### config.mk
export PLATFORM = sky130hd
export DESIGN_NAME = dpram_fifo_ctrl
export DESIGN_NICKNAME = d
export VERILOG_FILES = /design/src/rtl/dpram_fifo_ctrl.sv
export SDC_FILE = /design/constraint.sdc
export NUM_CORES = 1
export LEC_CHECK = 0
export CELL_PAD_IN_SITES_DETAIL_PLACEMENT = 1
export CELL_PAD_IN_SITES_GLOBAL_PLACEMENT = 1
export CORE_ASPECT_RATIO = 1.2
export CORE_MARGIN = 2
export CORE_UTILIZATION = 26
export CTS_CLUSTER_DIAMETER = 40
export DETAILED_ROUTE_END_ITERATION = 6
export GPL_ROUTABILITY_DRIVEN = 0
export PLACE_DENSITY = 0.75
export SETUP_SLACK_MARGIN = 0.15
export SKIP_CTS_REPAIR_TIMING = 1
export SLEW_MARGIN = 15
export SYNTH_ARGS = -nofsm -noshare
export SYNTH_HDL_FRONTEND = slang
export SYNTH_SLANG_ARGS = --single-unit
### constraint.sdc
create_clock -name clk -period 3.3 [get_ports clk]
set_input_delay 0.495 -clock clk [delete_from_list [all_inputs] [get_ports clk]]
set_output_delay 0.495 -clock clk [all_outputs]
set_load 0.02 [all_outputs]
### src/rtl/dpram_fifo_ctrl.sv
// FIFO controller driving an external single-clock dual-port RAM: port A writes, port B reads.
// Owns pointers, occupancy count, status flags and the read-valid pipeline.
module dpram_fifo_ctrl #(
  parameter int DATA_WIDTH  = 8,
  parameter int ADDR_WIDTH  = 6,
  parameter int AFULL_LEVEL = 60
) (
  input  logic                  clk,
  input  logic                  rst,
  input  logic                  wr_en,
  input  logic [DATA_WIDTH-1:0] wr_data,
  input  logic                  rd_en,
  output logic [DATA_WIDTH-1:0] rd_data,
  output logic                  rd_valid,
  output logic                  full,
  output logic                  empty,
  output logic                  almost_full,
  output logic [ADDR_WIDTH:0]   count,
  output logic                  wr_err,
  output logic                  rd_err,
  output logic [DATA_WIDTH-1:0] ram_data_a,
  output logic [ADDR_WIDTH-1:0] ram_addr_a,
  output logic                  ram_we_a,
  output logic [DATA_WIDTH-1:0] ram_data_b,
  output logic [ADDR_WIDTH-1:0] ram_addr_b,
  output logic                  ram_we_b,
  input  logic [DATA_WIDTH-1:0] ram_q_a,
  input  logic [DATA_WIDTH-1:0] ram_q_b
);

  localparam int                DEPTH_I = 1 << ADDR_WIDTH;
  localparam logic [ADDR_WIDTH:0] DEPTH = DEPTH_I[ADDR_WIDTH:0];
  localparam logic [ADDR_WIDTH:0] AFULL = AFULL_LEVEL[ADDR_WIDTH:0];

  logic [ADDR_WIDTH-1:0] wr_ptr;
  logic [ADDR_WIDTH-1:0] rd_ptr;
  logic [ADDR_WIDTH:0]   count_q;
  logic                  wr_acc;
  logic                  rd_acc;
  logic                  unused_q_a;

  // Status is decoded from the registered count only, never from the requests.
  assign full        = (count_q == DEPTH);
  assign empty       = (count_q == '0);
  assign almost_full = (count_q >= AFULL);
  assign count       = count_q;

  assign wr_acc = wr_en & ~full;
  assign rd_acc = rd_en & ~empty;

  assign ram_data_a = wr_data;
  assign ram_addr_a = wr_ptr;
  assign ram_we_a   = wr_acc & ~rst;
  assign ram_data_b = '0;
  assign ram_addr_b = rd_ptr;
  assign ram_we_b   = 1'b0;
  assign rd_data    = ram_q_b;
  assign unused_q_a = ^ram_q_a;

  always_ff @(posedge clk) begin
    if (rst) begin
      wr_ptr   <= '0;
      rd_ptr   <= '0;
      count_q  <= '0;
      rd_valid <= 1'b0;
      wr_err   <= 1'b0;
      rd_err   <= 1'b0;
    end else begin
      if (wr_acc) wr_ptr <= wr_ptr + ADDR_WIDTH'(1);
      if (rd_acc) rd_ptr <= rd_ptr + ADDR_WIDTH'(1);
      case ({wr_acc, rd_acc})
        2'b10:   count_q <= count_q + (ADDR_WIDTH+1)'(1);
        2'b01:   count_q <= count_q - (ADDR_WIDTH+1)'(1);
        default: count_q <= count_q;
      endcase
      rd_valid <= rd_acc;
      wr_err   <= wr_en & full;
      rd_err   <= rd_en & empty;
    end
  end

endmodule

==> results.yml <==
finish:
  antennaDiodeCount: 0
  stdcell_area_sq_um: 1640
  layout.nets: 212
  areaGrowthSynthToFinish_pct: 21.0
  final_layout_size_suffix_gt1_frac: 0.0977
worst_setup_path:
  crit_path_end_kind: "flop"
  max_stage_delay_ps: 390
  cp_data_arrival_time_ps: 2980
  path_class: "reg2reg"
  rrSetupSlack_ps: 470
  startpoint_type: "flop"
  required_ps: 3450
  critPathLaunch: "count[2]"
  crit_slowest_cell: "dfxtp_1"
  worstPathCellList: "nor4_4 -> buf_4 -> a31oi_4 -> ha_1 -> buf_4 -> ha_1 -> o21a_1 -> o31a_1 -> mux2i_1 -> o21ai_0 -> mux2_2"
  timing.rr.start: "count[2]"
  path_max_fanout: 5
worst_hold_path:
  min_path_type: "reg2reg"
  min-delay-start: "ram_addr_a[1]"
global_route:
  use_met2: 0.173
  grt_pass1_wl_mm: 4.75
  grt_antenna_before_repair: 0
  grt_busiest_layer: "met2"
  grt_util_met1: 0.121
  grt_use_total: 0.0990
  gr-total-overflow: 0
  grt_pass1_vias: 1061
  met3_usage: 0.0133
  grt_max_degree: 25
drt:
  dr.pass1.iters: 3
  via_per_inst: 4.57
  drt_iter0_drc: 14
  drc: 0
  antenna_violating_nets_post_route: 0
  via_count: 1069
  drt-total-wl_mm: 2.77
  avgRoutedWirePerCell_um: 11.8
placement:
  place_area_sq_um: 1590
  dpl.hpwl_mm: 2.19
  port_buffers: 29
logic_synthesis:
  synth.most_common_cell: "buf_4"
  synth_seq_cells: 22
  yosysSeqAreaShare: 0.324
  synth_top_area_cell: "dfxtp_1"
  ys_warn_count: 0
  synth_ff_type: "dfxtp_1"
  synth-edff-count: 0
  avgSynthCellArea_sq_um: 8.65
  ys_top_cells_by_count: "buf_4, nor2_1, dfxtp_1"
  synth_area_sq_um: 1360
  yosysTopAreaCellShare: 0.324
  synth.area.top_cells: "dfxtp_1, buf_4, ha_1"
  synthDistinctLibCells: 35
  synth_cells: 157
  postSynth.asyncResetShare: 0
clock_network:
  clock_latency_ps: 260
  cts.sinks: 22
  cts_max_level: 1
  numCtsBuffers: 3
  cts_root_buffer: "clkbuf_8"
  clk_pin_slew_worst_paths_ps: 80
  clockBufferDepth: 2
  cts_tree: "yes"
power:
  power_density_nw_per_um2: 902
  power.internal_uw: 841
  netSwitchingPower_uw: 640
  total_leakage_power_nw: 0.640
  pwr-share-seq: 0.279
  clkPwrFrac: 0.128
  swShare: 0.432
  vdd_drop_max_uv: 256
  power_frac_comb: 0.593
die:
  die_x_um: 70.0
  ios: 79
  die_h_um: 83.2
  die_area_sq_um: 5820
  start_util: 0.273
  core_sq_um: 4970
  rows: 28
sta:
  finalHoldViolCount: 0
  max_freq_ghz: 0.354
  min_period_ps: 2830
  setup_viol_count_final: 0
  clock_skew_ps: 2.11
  report.final.slew_viol_count: 0
  rsz0062_at_grt: "no"
  setup_tns_ps: 0
  post-route-period-util: 0.857
job:
  cap_violations: 0
run_status:
  status: "completed"
==> cell type report <==
| type | count | area [sq um] |
|---|---|---|
| inverters | 8 | 32.5 |
| flip-flops and latches | 22 | 440 |
| well taps | 60 | 75.1 |
| repair buffers | 34 | 328 |
| multi-input cells | 106 | 712 |
| clock buffers | 4 | 55.1 |
| fillers | 602 | 3330 |
==> routing by layer <==
metal  part of all wire  up-vias
li1                   -      531
met5                  0        -
met2               0.50       27
met3              0.046        4
met4              0.015        0
met1               0.44      507
==> placed cells by master (no fill, tap or decap), types with 2 or more instances in the layout <==
| cell type | count |
|---|---|
| clkdlybuf4s50_1 | 29 |
| nor2_1 | 23 |
| dfxtp_1 | 22 |
| conb_1 | 9 |
| xor2_1 | 8 |
| a21oi_1 | 8 |
| ha_1 | 8 |
| inv_1 | 7 |
| nand2_1 | 6 |
| o21ai_0 | 5 |
| buf_4 | 5 |
| nand4_1 | 4 |
| xnor2_1 | 4 |
| nor3_1 | 4 |
| clkbuf_8 | 4 |
| nor2b_1 | 3 |
| nor4_1 | 3 |
| a31oi_4 | 2 |
| mux2i_1 | 2 |
| nand3_1 | 2 |
==> flip-flops by register name, summed over array words and instances (netlist names) <==
signal      count
count           7
ram_addr_a      6
ram_addr_b      6
rd_err          1
rd_valid        1
wr_err          1
==> path summary, 6_finish.rpt <==
check                                     end  cells after the start
worst max-delay path                 count[6]                     11
worst min-delay path            ram_addr_a[1]                      2
worst max register to register       count[6]                     11
worst min register to register  ram_addr_a[1]                      2
==> critical path: cells and delay by family (launching register included) <==
kind | cells | cell delay, ps
DFF | 1 | 390
muxes | 2 | 470
and+or+nand+nor | 1 | 370
adders and majority gates | 2 | 590
AOI/OAI and AO/OA | 4 | 530
buffers and inverters | 2 | 370
==> power groups by stage <==
stage,clock (mW),sequential [mW],combinational [mW]
3_3_place_gp,0,0.422,0.867
6_report,0.189,0.414,0.878
3_5_place_dp,0,0.423,0.892
2_1_floorplan,0,0.473,0.547
4_1_cts,0.199,0.417,0.894
5_1_grt,0.211,0.426,0.977
==> stage by stage <==
stage | setup WS (ps) | util | hold slack, ps | cells | total power [mW]
final | 472 | 0.330 | 499 | 234 | 1.48
after global routing | 188 | 0.330 | 553 | 234 | 1.61
after CTS | 428 | 0.330 | 510 | 234 | 1.51
after detailed placement | 211 | 0.319 | 498 | 230 | 1.32
after global placement | 202 | 0.319 | 488 | 230 | 1.29
after floorplan | 452 | - | 558 | 165 | 1.02
==> logic make-up (layout without fill, tap and decap cells) <==
group,Yosys count,after routing,share of synthesized area
AO/OA/AOI/OAI,21,21,0.116
flip-flops,22,22,0.324
other,1,9,0.00276
adder cells (fa/ha/maj),9,9,0.0885
buffers and inverters,37,46,0.173
multiplexers,3,3,0.0230
AND/OR/NAND/NOR,52,52,0.194
XOR/XNOR,12,12,0.0774
Power figures use the tool's default switching activity.
